## config.mk

```make
export PLATFORM = sky130hd
export DESIGN_NAME = plu_controller
export DESIGN_NICKNAME = d
export VERILOG_FILES = /design/src/rtl/plu_controller.sv
export SDC_FILE = /design/constraint.sdc
export NUM_CORES = 1
export LEC_CHECK = 0
export BUFFER_PORTS_ARGS = -buffer_cell sky130_fd_sc_hd__buf_2
export CORE_MARGIN = 4
export CORE_UTILIZATION = 61
export CTS_CLUSTER_DIAMETER = 100
export DETAILED_ROUTE_END_ITERATION = 6
export PLACE_DENSITY = 0.85
export SYNTH_ARGS = -nofsm -noshare
export SYNTH_HDL_FRONTEND = slang
export SYNTH_SLANG_ARGS = --single-unit
```

## constraint.sdc

```tcl
create_clock -name clk -period 3.8 [get_ports clk]
set_input_delay 0.19 -clock clk [delete_from_list [all_inputs] [get_ports clk]]
set_output_delay 0.19 -clock clk [all_outputs]
set_load 0.1 [all_outputs]
```

## src/rtl/plu_controller.sv

```systemverilog
// Sequencing controller for the 4-lane PLU multiply/add/ReLU datapath.
// Runs a batch of activation vectors through a 4-deep pipeline with a global stall.
module plu_controller #(
    parameter int CNT_W = 8
) (
    input  logic             clk,
    input  logic             rst_n,
    input  logic             start,
    input  logic [CNT_W-1:0] num_vec,
    input  logic             w_load,
    input  logic             in_valid,
    output logic             in_ready,
    output logic             out_valid,
    input  logic             out_ready,
    output logic             w_we,
    output logic             a_we,
    output logic             r1_we,
    output logic             r2_we,
    output logic             r3_we,
    output logic             busy,
    output logic             done,
    output logic [CNT_W-1:0] vec_count
);

    typedef enum logic [1:0] {IDLE, RUN, DRAIN, DONE} state_t;

    state_t           state, state_nx;
    logic [CNT_W-1:0] num_lat;
    logic [CNT_W-1:0] issued;
    logic             vld_p0, vld_p1, vld_p2, vld_p3;
    logic             adv;
    logic             retire;

    always_comb begin
        adv       = !vld_p3 || out_ready;
        in_ready  = (state == RUN) && (issued < num_lat) && adv;
        a_we      = in_valid && in_ready;
        r1_we     = adv && vld_p0;
        r2_we     = adv && vld_p1;
        r3_we     = adv && vld_p2;
        out_valid = vld_p3;
        retire    = vld_p3 && out_ready;
        // Gated by rst_n so a w_load held through reset never writes the weights.
        w_we      = rst_n && w_load && (state == IDLE);
        busy      = (state != IDLE);
        done      = (state == DONE);
    end

    always_comb begin
        state_nx = state;
        case (state)
            IDLE: begin
                if (start) state_nx = (num_vec == '0) ? DONE : RUN;
            end
            RUN: begin
                if (a_we && (issued + CNT_W'(1) == num_lat)) state_nx = DRAIN;
            end
            DRAIN: begin
                if (retire && (vec_count + CNT_W'(1) == num_lat)) state_nx = DONE;
            end
            DONE: state_nx = IDLE;
            default: state_nx = IDLE;
        endcase
    end

    always_ff @(posedge clk) begin
        if (!rst_n) begin
            state     <= IDLE;
            num_lat   <= '0;
            issued    <= '0;
            vec_count <= '0;
            vld_p0    <= 1'b0;
            vld_p1    <= 1'b0;
            vld_p2    <= 1'b0;
            vld_p3    <= 1'b0;
        end else begin
            state <= state_nx;
            if (state == IDLE && start) begin
                num_lat   <= num_vec;
                issued    <= '0;
                vec_count <= '0;
            end else begin
                if (a_we)   issued    <= issued + CNT_W'(1);
                if (retire) vec_count <= vec_count + CNT_W'(1);
            end
            // Global stall: every stage holds together when the output is blocked.
            if (adv) begin
                vld_p0 <= a_we;
                vld_p1 <= vld_p0;
                vld_p2 <= vld_p1;
                vld_p3 <= vld_p2;
            end
        end
    end

endmodule
```

==> run metrics, run 1 <==
static leakage power=0.9019 nW; Initial Utilization=63.69%; wire length after detailed routing=4.043 mm; number of H-tree levels=2; startpoint class of the critical path=flip-flop; Bufs on Longest Clock Path=2; total clock sinks=30; total global routing overflow=0; achievable frequency=370.0 MHz; share of the clock period used by the worst path=between 70% and 80%; Worst R2R Start=num_lat[2]$_SDFFE_PN0P_; number of detailed-route iterations in the first pass=4; P&R area growth vs syn=14.86%; global routing usage summed across all routing layers=21.32%; outcome=finished clean; routability congestion estimate from global placement=0.8675; power density normalized to cell area=500.8 nW/um^2; net count after synthesis=between 200 and 300; warning count from the yosys run=0; number of max-slew violations in the final report=0; largest net degree at the start of global routing=19; setup-violating endpoint count in the final report=0; kind of capture point of the worst setup path=output pin; clock latency of the later-clocked register in the worst-skew pair=340 ps; Netlist cell types=38; critical path data arrival time=2510 ps; count of pins on the block boundary=31; number of DRC violations after detailed routing=0; crit path from=num_lat[2]$_SDFFE_PN0P_; worst path required time=3610 ps; final net count=298; actual slew at the worst max-slew pin=approximately 550 ps; max-cap viol count=0; setup repair after global routing missed its margin=no; floorplan die area=4154 sq um; Post-CTS Setup Inserts=0; width of the die=64.46 um; setup ws final=1098 ps; cell at the root of the clock tree=sky130_fd_sc_hd__clkbuf_4; remaining antenna violation count after routing=0; Cells after Synth=240; pre-CTS setup slack=1301 ps; worst hold slack=110.0 ps; clock tree from TritonCTS=yes; Relative slew margins=62.94%; final number of hold-violating endpoints=0; # rows=20; Worst Skew=12.94 ps; clock transition time at the flip-flop clock pins of the worst setup and hold paths=100 ps; HPWL after detailed placement=roughly 3.2 mm; placeable core region=3053 sq um; hold crit path type=input port to flip-flop; routed via count=1707; antenna violations before repair=0; ANT cells=0; first-pass GRT wire length=6.920 mm; portion of the post-synthesis area used by sequential elements=30.89%; hold_sp=num_vec[0]; Die Ht=64.46 um; Mapped Area=between 1500 and 2000 sq um; crit-path max FO=11; average wire length per cell after detail routing=12.83 um; vias in the first global route=roughly 1500; flops & latches, synth=30; ratio of cells with drive above 1 in the final layout=16.61%; post-layout minimum cycle time=2702 ps; CTS-repair resized insts=0; number of buffers added on ports=30; average cell area after synthesis=slightly above 8 sq um; number of hold buffers added after cts=0; per-cell via count in the routed design=~5.4; number of buffers added by the clock tree synthesis step=5; initial DRC count=120; WS Path Type=flip-flop to output pin; commonest cells after routing, fill and taps aside=30 x sky130_fd_sc_hd__buf_2, 30 x sky130_fd_sc_hd__dfxtp_1, 29 x sky130_fd_sc_hd__nand2_1; IR drop worst, VDD=0.0004511 V; Setup Total Neg Slack=0 ps
## where the power goes
group	switching (mW)	total, mW	internal [mW]	leakage (nW)
clock	0.117	0.340	0.223	0.0585
sequential	0.0371	0.379	0.342	0.243
combinational	0.274	0.399	0.125	0.600
## final timing paths
path	end	slack, ps	cells past startpoint
min	num_lat[0]$_SDFFE_PN0P_	110	3
max	a_we	1100	6
max reg2reg	state[1]$_SDFFE_PN0P_	1250	8
min reg2reg	out_valid$_SDFFE_PN0N_	510	1
## routing by layer
metal	global-route usage, %	vias up	part of all wire, %
met3	5.199	6	5.8
met2	34.79	42	46
li1	-	891	-
met4	6.860	0	1.3
met5	0	-	0
met1	27.65	768	47
## final cells by class
| type | instances | area, sq um |
|---|---|---|
| clock buffers | 6 | 51.30 |
| well taps | 44 | 55.05 |
| fillers | 248 | 819.5 |
| flip-flops and latches | 30 | 600.6 |
| repair buffers | 30 | 150.1 |
| multi-input cells | 189 | 1264 |
| inverters | 14 | 52.55 |
| clock inverters | 2 | 60.06 |
## cell usage after synthesis
library cell | n | share of area [%]
sky130_fd_sc_hd__dfxtp_1 | 30 | 31
sky130_fd_sc_hd__nand2_1 | 29 | 5.6
sky130_fd_sc_hd__xnor2_1 | 18 | 8.1
sky130_fd_sc_hd__nor2_1 | 15 | 2.9
sky130_fd_sc_hd__ha_1 | 14 | 9.0
sky130_fd_sc_hd__inv_1 | 14 | 2.7
sky130_fd_sc_hd__a21oi_1 | 12 | 3.1
sky130_fd_sc_hd__xor2_1 | 12 | 5.4
sky130_fd_sc_hd__nand3_1 | 10 | 2.6
sky130_fd_sc_hd__a21boi_0 | 9 | 3.5
sky130_fd_sc_hd__o21ai_0 | 8 | 2.1
sky130_fd_sc_hd__and2_1 | 7 | 2.3
sky130_fd_sc_hd__clkbuf_1 | 6 | 1.2
sky130_fd_sc_hd__nand4_1 | 6 | 1.9
sky130_fd_sc_hd__nand2b_1 | 5 | 1.6
sky130_fd_sc_hd__nor2b_1 | 5 | 1.6
sky130_fd_sc_hd__or3_1 | 5 | 1.6
sky130_fd_sc_hd__o21a_1 | 4 | 1.5
sky130_fd_sc_hd__nor3_1 | 3 | 0.77
sky130_fd_sc_hd__nor3b_1 | 3 | 1.2
sky130_fd_sc_hd__nor4_1 | 3 | 0.97
sky130_fd_sc_hd__o221ai_1 | 3 | 1.4
sky130_fd_sc_hd__and3_1 | 2 | 0.64
sky130_fd_sc_hd__mux2i_1 | 2 | 1.0
sky130_fd_sc_hd__or2_2 | 2 | 0.64
sky130_fd_sc_hd__a2111oi_1 | 1 | 0.51
sky130_fd_sc_hd__a211oi_2 | 1 | 0.64
sky130_fd_sc_hd__a21o_1 | 1 | 0.39
sky130_fd_sc_hd__a221o_1 | 1 | 0.51
sky130_fd_sc_hd__a31oi_1 | 1 | 0.32
sky130_fd_sc_hd__a32o_1 | 1 | 0.51
sky130_fd_sc_hd__and3_2 | 1 | 0.39
sky130_fd_sc_hd__buf_2 | 1 | 0.26
sky130_fd_sc_hd__nand3b_1 | 1 | 0.39
sky130_fd_sc_hd__nor3_2 | 1 | 0.51
sky130_fd_sc_hd__o2111ai_1 | 1 | 0.45
sky130_fd_sc_hd__o21ai_2 | 1 | 0.45
sky130_fd_sc_hd__o311a_2 | 1 | 0.58
## metrics by stage
stage	cells	power, mW	util [%]	area, sq um
after floorplan	240	0.7131	-	1944
after global placement	307	0.7783	69.51	2122
after CTS	315	1.124	73.16	2233
after global routing	315	1.187	73.16	2233
final	315	1.118	73.16	2233
after detailed placement	307	0.7859	69.51	2122
## critical path: stages (launching register included)
cell	delay [ps]
sky130_fd_sc_hd__dfxtp_1	470
sky130_fd_sc_hd__inv_1	150
sky130_fd_sc_hd__ha_1	310
sky130_fd_sc_hd__nand4_1	90
sky130_fd_sc_hd__o221ai_1	180
sky130_fd_sc_hd__o21ai_2	440
sky130_fd_sc_hd__buf_2	530
## logic make-up after synthesis
| logic type | Yosys count | synth area share (%) |
|---|---|---|
| AOI/OAI and AO/OA | 45 | 15.90 |
| xor gates and xnor gates | 30 | 13.51 |
| adders and majority gates | 14 | 9.009 |
| buffers and inverters | 21 | 4.118 |
| DFF | 30 | 30.89 |
| muxes | 2 | 1.030 |
| and+or+nand+nor | 98 | 25.55 |
## state kept, by name (all words and copies together), names as in the netlist
register	cells
out_valid	1
vld_p1	1
vld_p0	1
num_lat	8
issued	8
state	2
vld_p2	1
vec_count	8
Power figures use the tool's default switching activity.
==> run 2, diff against run 1 <==
--- a/config.mk
+++ b/config.mk
@@ -5,12 +5,13 @@
 export SDC_FILE = /design/constraint.sdc
 export NUM_CORES = 1
 export LEC_CHECK = 0
+export ABC_AREA = 1
 export BUFFER_PORTS_ARGS = -buffer_cell sky130_fd_sc_hd__buf_2
 export CORE_MARGIN = 4
-export CORE_UTILIZATION = 61
+export CORE_UTILIZATION = 56
 export CTS_CLUSTER_DIAMETER = 100
 export DETAILED_ROUTE_END_ITERATION = 6
-export PLACE_DENSITY = 0.85
+export PLACE_DENSITY = 0.79
 export SYNTH_ARGS = -nofsm -noshare
 export SYNTH_HDL_FRONTEND = slang
 export SYNTH_SLANG_ARGS = --single-unit
==> constraint.sdc (replaced) <==
create_clock -name clk -period 2.6 [get_ports clk]
set_input_delay 0.13 -clock clk [delete_from_list [all_inputs] [get_ports clk]]
set_output_delay 0.13 -clock clk [all_outputs]
set_load 0.1 [all_outputs]
==> run 2 against run 1 <==
Net effect: sequential share of layout area fell by 0.060 points; sequential cell count did not move; critical path type unchanged; final cell count rose by 25%; area after synthesis rose by 1.5%; critical endpoint unchanged; combinational power rose by 130%; via count rose by 19%.
==> run metrics, run 2 <==
outcome=finished clean; antenna violations before repair=0; final core utilization=between 60% and 70%; global routing usage summed across all routing layers=a little under a quarter; HPWL after detailed placement=3.785 mm; Placed Instances=about 390; achievable frequency=421.5 MHz; count of pins on the block boundary=31; largest cells by area after synthesis=sky130_fd_sc_hd__dfxtp_1 30%, sky130_fd_sc_hd__nand2_1 16%, sky130_fd_sc_hd__inv_1 9.7%; ratio of cells with drive above 1 in the final layout=13.79%; cell internal power dissipation=916.6 uW; actual slew at the worst max-slew pin=489.5 ps; non-filler instance count after layout=394; IR drop worst, VDD=0.0006106 V; vias in the first global route=between 1500 and 2000; mux contribution to synthesized area=0%; placeable core region=3363 sq um; most common cell in the synthesized netlist=sky130_fd_sc_hd__nand2_1; wire length after detailed routing=4.818 mm; count of filler cells inserted in the layout=332; P&R area growth vs syn=13.37%; net count after synthesis=341; hold crit path type=input port to flip-flop; per-cell via count in the routed design=5.165; final net count=~380; routability congestion estimate from global placement=0.8473; placed instance area=2176 sq um; Buf+Inv Stages, Crit Path=2; total global routing overflow=0; number of flops mapped to enable cells by yosys=0; critical path data arrival time=between 2000 and 2500 ps; top flop regs=issued x8, num_lat x8, vec_count x8; number of H-tree levels=2; ANT cells=0; crit-path max FO=17; clock latency of the later-clocked register in the worst-skew pair=between 300 and 400 ps; post-route cell area=2238 sq um; static leakage power=1.125 nW; first-pass GRT wire length=7.714 mm; Sw Pwr=926.7 uW; Post-CTS Setup Inserts=0; area fraction in compound gates after synthesis=roughly 14%; final number of hold-violating endpoints=0; setup-violating endpoint count in the final report=0; power share of the sequential group=33.0%; worst path required time=2470 ps; clock transition time at the flip-flop clock pins of the worst setup and hold paths=100 ps; initial DRC count=144; Post-Synth Simple-Gate Area=34.92%; largest net degree at the start of global routing=18; Mapped Area=1974 sq um; Worst Skew=roughly 13 ps; number of buffers added by the clock tree synthesis step=5; routed via count=2035; number of DRC violations after detailed routing=0; xor-xnor portion of the synthesized cell area=0.4436%; share of power burned in combinational logic=approximately half; Initial Utilization=58.71%; floorplan die area=about 4500 sq um; adder-cell area share of the yosys netlist=under 10%; Setup Total Neg Slack=0 ps; flops & latches, synth=30; dominant combinational cell family by area after synthesis=simple AND/OR/NAND/NOR gates; startpoint class of the critical path=flip-flop; kind of capture point of the worst setup path=output pin; number of max-slew violations in the final report=0; width of the die=67.38 um; CTS-repair resized insts=0; net switching share of the total power=about half; Die Ht=~67 um; cell at the root of the clock tree=sky130_fd_sc_hd__clkbuf_4; total clock sinks=30; Netlist cell types=26; setup repair after global routing missed its margin=no; WS Path Type=flip-flop to output pin; Relative slew margins=67.59%; number of detailed-route iterations in the first pass=4; critical path, cell by cell=inv_1, ha_1, nand2_1, a21oi_1, nor2_1, nand4_1, nor2_8, clkbuf_4; # rows=21; Bufs on Longest Clock Path=2; average wire length per cell after detail routing=approximately 12 um; Main synth FF type=sky130_fd_sc_hd__dfxtp_1; fraction of registers with async set/reset=0%; Cells after Synth=313; commonest cells after routing, fill and taps aside=84 x sky130_fd_sc_hd__nand2_1, 51 x sky130_fd_sc_hd__inv_1, 33 x sky130_fd_sc_hd__nand3_1; commonest non-fill, non-tap cell in the layout=sky130_fd_sc_hd__nand2_1; warning count from the yosys run=0; master of the slowest instance on the critical path=sky130_fd_sc_hd__clkbuf_4; portion of total power attributed to the clock network=16.5%; leading area contributor after synthesis=sky130_fd_sc_hd__dfxtp_1; share of the clock period used by the worst path=91.24%; post-layout minimum cycle time=2372 ps; number of hold buffers added after cts=0; number of buffers added on ports=30; largest stage delay on the critical path=380 ps; portion of the post-synthesis area used by sequential elements=30.42%; most numerous cell types in the synthesized netlist=84 x sky130_fd_sc_hd__nand2_1, 51 x sky130_fd_sc_hd__inv_1, 33 x sky130_fd_sc_hd__nand3_1; max-cap viol count=0; clock tree from TritonCTS=yes; remaining antenna violation count after routing=0; proportion of netlist area held by the largest area contributor=30.42%; kind of cell adding the most delay to the critical path=simple AND/OR/NAND/NOR gates; power density normalized to cell area=slightly above 800 nW/um^2; average cell area after synthesis=approximately 6.3 sq um
run 2: cell types whose count changed in the layout (fill, tap and decap cells not counted), sizes merged, moves of 8 or more:
cell	before	now
nand3	10	34
inv	14	52
xnor2	18	0
o21ai	9	20
xor2	12	1
nor2	15	30
nand2	29	85
a21boi	9	1
a21oi	12	25
run 2: path summary, 6_finish.rpt:
kind | depth (start not counted) | startpoint | slack (ps) | endpoint
hold reg to reg | 2 | vld_p2$_SDFFE_PN0N_ | 470 | vld_p2$_SDFFE_PN0N_
setup / recovery | 8 | num_lat[7]$_SDFFE_PN0P_ | 230 | a_we
setup reg to reg | 12 | num_lat[7]$_SDFFE_PN0P_ | 490 | state[1]$_SDFFE_PN0P_
hold / removal | 3 | num_vec[0] | 90 | num_lat[0]$_SDFFE_PN0P_
run 2: final cells by class:
class	instances	area, sq um	share of cell area (%)
timing repair buffer	32	167.7	7.490
clock buffer	7	55.05	2.459
sequential	30	600.6	26.83
multi-input combinational	226	1157	51.70
clock inverter	1	5.005	0.2236
inverter	52	195.2	8.720
tap	46	57.56	2.571
run 2: cell families (layout without fill, tap and decap cells):
kind of cell,count (synthesis),after routing
DFF,30,30
xor gates and xnor gates,1,1
adders and majority gates,14,14
buffers and inverters,57,92
AOI/OAI and AO/OA,53,53
and+or+nand+nor,158,158
run 2: power groups by stage:
stage	Sequential, mW	Combinational, mW	Clock [mW]
after floorplan	0.608	0.750	0
after global placement	0.614	0.909	0
after detailed placement	0.616	0.924	0
after CTS	0.607	0.927	0.312
after global routing	0.618	1.04	0.330
final	0.608	0.930	0.305
run 2: worst min-delay path: stages:
cell and delay, ps:
sky130_fd_sc_hd__buf_2 90, sky130_fd_sc_hd__o21ai_0 80, sky130_fd_sc_hd__nor2_1 80
run 2: per-stage QoR:
step	power, mW	hold slack [ps]	setup slack, ps
after detailed placement	1.540	428.1	498.0
final	1.843	86.07	227.7
after global placement	1.523	411.4	533.3
after global routing	1.983	93.20	8.974
after floorplan	1.358	296.7	123.7
after CTS	1.846	74.76	118.3
run 2: metal layers:
layer / share of wire [%] / GRT usage, %
met2: 46 / 37.18
met3: 7.4 / 4.992
met5: 0 / 0
met1: 45 / 29.57
met4: 1.6 / 8.354
==> run 3, diff against run 2 <==
--- a/config.mk
+++ b/config.mk
@@ -12,6 +12,7 @@
 export CTS_CLUSTER_DIAMETER = 100
 export DETAILED_ROUTE_END_ITERATION = 6
 export PLACE_DENSITY = 0.79
+export RECOVER_POWER = 100
 export SYNTH_ARGS = -nofsm -noshare
 export SYNTH_HDL_FRONTEND = slang
 export SYNTH_SLANG_ARGS = --single-unit
==> run 3 against run 2 <==
Net effect: via count rose by 0.34%; fmax fell by 0.52%; routed wire length rose by 0.73%.
==> run metrics, run 3 (synthesis gave the netlist of run 2 again) <==
P&R area growth vs syn=11.98%; number of buffers added on ports=30; ANT cells=0; Sw Pwr=926.2 uW; Setup Total Neg Slack=0 ps; R2R setup slack=310 ps; remaining antenna violation count after routing=0; Initial Utilization=58.71%; setup repair after global routing missed its margin=no; final net count=375; number of H-tree levels=2; max-cap viol count=0; average wire length per cell after detail routing=12.32 um; count of pins on the block boundary=31; number of hold buffers added after cts=0; routed via count=2042; global routing usage summed across all routing layers=22.85%; number of max-slew violations in the final report=0; capturing element of the worst setup path=a_we; reg-to-reg endpoint=issued[3]$_SDFFE_PP0P_; portion of total power attributed to the clock network=16.8%; Die Ht=slightly below 70 um; non-filler instance count after layout=394; number of cells on the worst reg-to-reg path=8; post-layout minimum cycle time=2385 ps; cell at the root of the clock tree=sky130_fd_sc_hd__clkbuf_4; # rows=21; final core utilization=roughly 66%; placeable core region=3363 sq um; crit-path max FO=17; width of the die=67.38 um; first-pass GRT wire length=7.714 mm; top flop regs=issued x8, num_lat x8, vec_count x8; floorplan die area=about 4500 sq um; achievable frequency=between 400 and 500 MHz; routability congestion estimate from global placement=0.8473; commonest cells after routing, fill and taps aside=84 x sky130_fd_sc_hd__nand2_1, 51 x sky130_fd_sc_hd__inv_1, 34 x sky130_fd_sc_hd__nand3_1; setup-violating endpoint count in the final report=0; worst hold slack=just under 80 ps; WS Path Type=flip-flop to output pin; clock tree from TritonCTS=yes; IR drop worst, VDD=0.0005894 V; crit path from=num_lat[2]$_SDFFE_PN0P_; final number of hold-violating endpoints=0; Worst R2R Start=state[0]$_SDFFE_PN0P_; hold_sp=num_vec[0]; share of power burned in combinational logic=50.0%; vias in the first global route=between 1500 and 2000; number of detailed-route iterations in the first pass=5; commonest non-fill, non-tap cell in the layout=sky130_fd_sc_hd__nand2_1; power share of the sequential group=33.2%; actual slew at the worst max-slew pin=between 1000 and 1500 ps; Relative slew margins=22.77%; total clock sinks=30; placed instance area=between 2000 and 2500 sq um; wire length after detailed routing=4.853 mm; hold crit path type=input port to flip-flop; clock transition time at the flip-flop clock pins of the worst setup and hold paths=100 ps; outcome=finished clean; largest net degree at the start of global routing=18; power density normalized to cell area=827.8 nW/um^2; static leakage power=between 1 and 1.5 nW; Bufs on Longest Clock Path=2; kind of capture point of the worst setup path=output pin; Placed Instances=slightly below 400; number of DRC violations after detailed routing=0; HPWL after detailed placement=between 3 and 4 mm; share of the clock period used by the worst path=91.72%; total global routing overflow=0; startpoint class of the critical path=flip-flop; per-cell via count in the routed design=5.183; Post-CTS Setup Inserts=0; net switching share of the total power=50.61%; number of buffers added by the clock tree synthesis step=5; post-route cell area=2211 sq um; worst path required time=about 2500 ps; critical path data arrival time=~2300 ps; clock latency of the later-clocked register in the worst-skew pair=about 340 ps; antenna violations before repair=0; Worst Skew=12.18 ps; cell internal power dissipation=904.0 uW; initial DRC count=154; ratio of cells with drive above 1 in the final layout=8.908%
==> run 3: layout make-up <==
| class | count | area, sq um |
|---|---|---|
| multi-input cells | 226 | 1152 |
| fillers | 344 | 1152 |
| flip-flops and latches | 30 | 600.6 |
| inverters | 52 | 195.2 |
| repair buffers | 32 | 145.1 |
| well taps | 46 | 57.56 |
| clock buffers | 7 | 55.05 |
| clock inverters | 1 | 5.005 |
==> run 3: what timing repair did <==
action,4_1_cts,5_1_grt
resized for setup,0,1
setup endpoints to repair,0,1
hold endpoints to repair,0,0
==> run 3: worst min-delay path by stage <==
| stage | endpoint | slack [ps] | cells after the start |
|---|---|---|---|
| floorplan | num_lat[0]$_SDFFE_PN0P_ | 300 | 2 |
| global placement | num_lat[0]$_SDFFE_PN0P_ | 410 | 3 |
| detailed placement | num_lat[0]$_SDFFE_PN0P_ | 430 | 3 |
| CTS | num_lat[0]$_SDFFE_PN0P_ | 70 | 3 |
| global route | num_lat[0]$_SDFFE_PN0P_ | 90 | 3 |
| finish | num_lat[0]$_SDFFE_PN0P_ | 80 | 3 |
==> run 3: critical path: stages (launching register included) <==
cell	delay, ps
sky130_fd_sc_hd__dfxtp_1	380
sky130_fd_sc_hd__inv_1	120
sky130_fd_sc_hd__ha_1	300
sky130_fd_sc_hd__nand2_1	60
sky130_fd_sc_hd__inv_1	30
sky130_fd_sc_hd__nand2_1	50
sky130_fd_sc_hd__nand2_1	50
sky130_fd_sc_hd__nand2_1	50
sky130_fd_sc_hd__nand4_1	210
sky130_fd_sc_hd__nor2_8	270
sky130_fd_sc_hd__clkbuf_4	380
==> run 3: through the flow <==
step | worst slack, ps | power (mW)
6_report | 215.2 | 1.830
5_1_grt | 8.974 | 1.969
4_1_cts | 118.3 | 1.846
3_5_place_dp | 498.0 | 1.540
3_3_place_gp | 533.3 | 1.523
2_1_floorplan | 123.7 | 1.358
==> run 3: power groups by stage <==
stage / sequential (mW) / clock, mW / combinational (mW)
finish: 0.608 / 0.307 / 0.916
global route: 0.618 / 0.330 / 1.02
CTS: 0.607 / 0.312 / 0.927
detailed placement: 0.616 / 0 / 0.924
global placement: 0.614 / 0 / 0.909
floorplan: 0.608 / 0 / 0.750
==> run 3: metal layers <==
| layer | track usage [%] | wire, um |
|---|---|---|
| met4 | 8.354 | 73 |
| met2 | 37.18 | 2267 |
| met1 | 29.57 | 2234 |
| met5 | 0 | 0 |
| met3 | 4.992 | 278 |
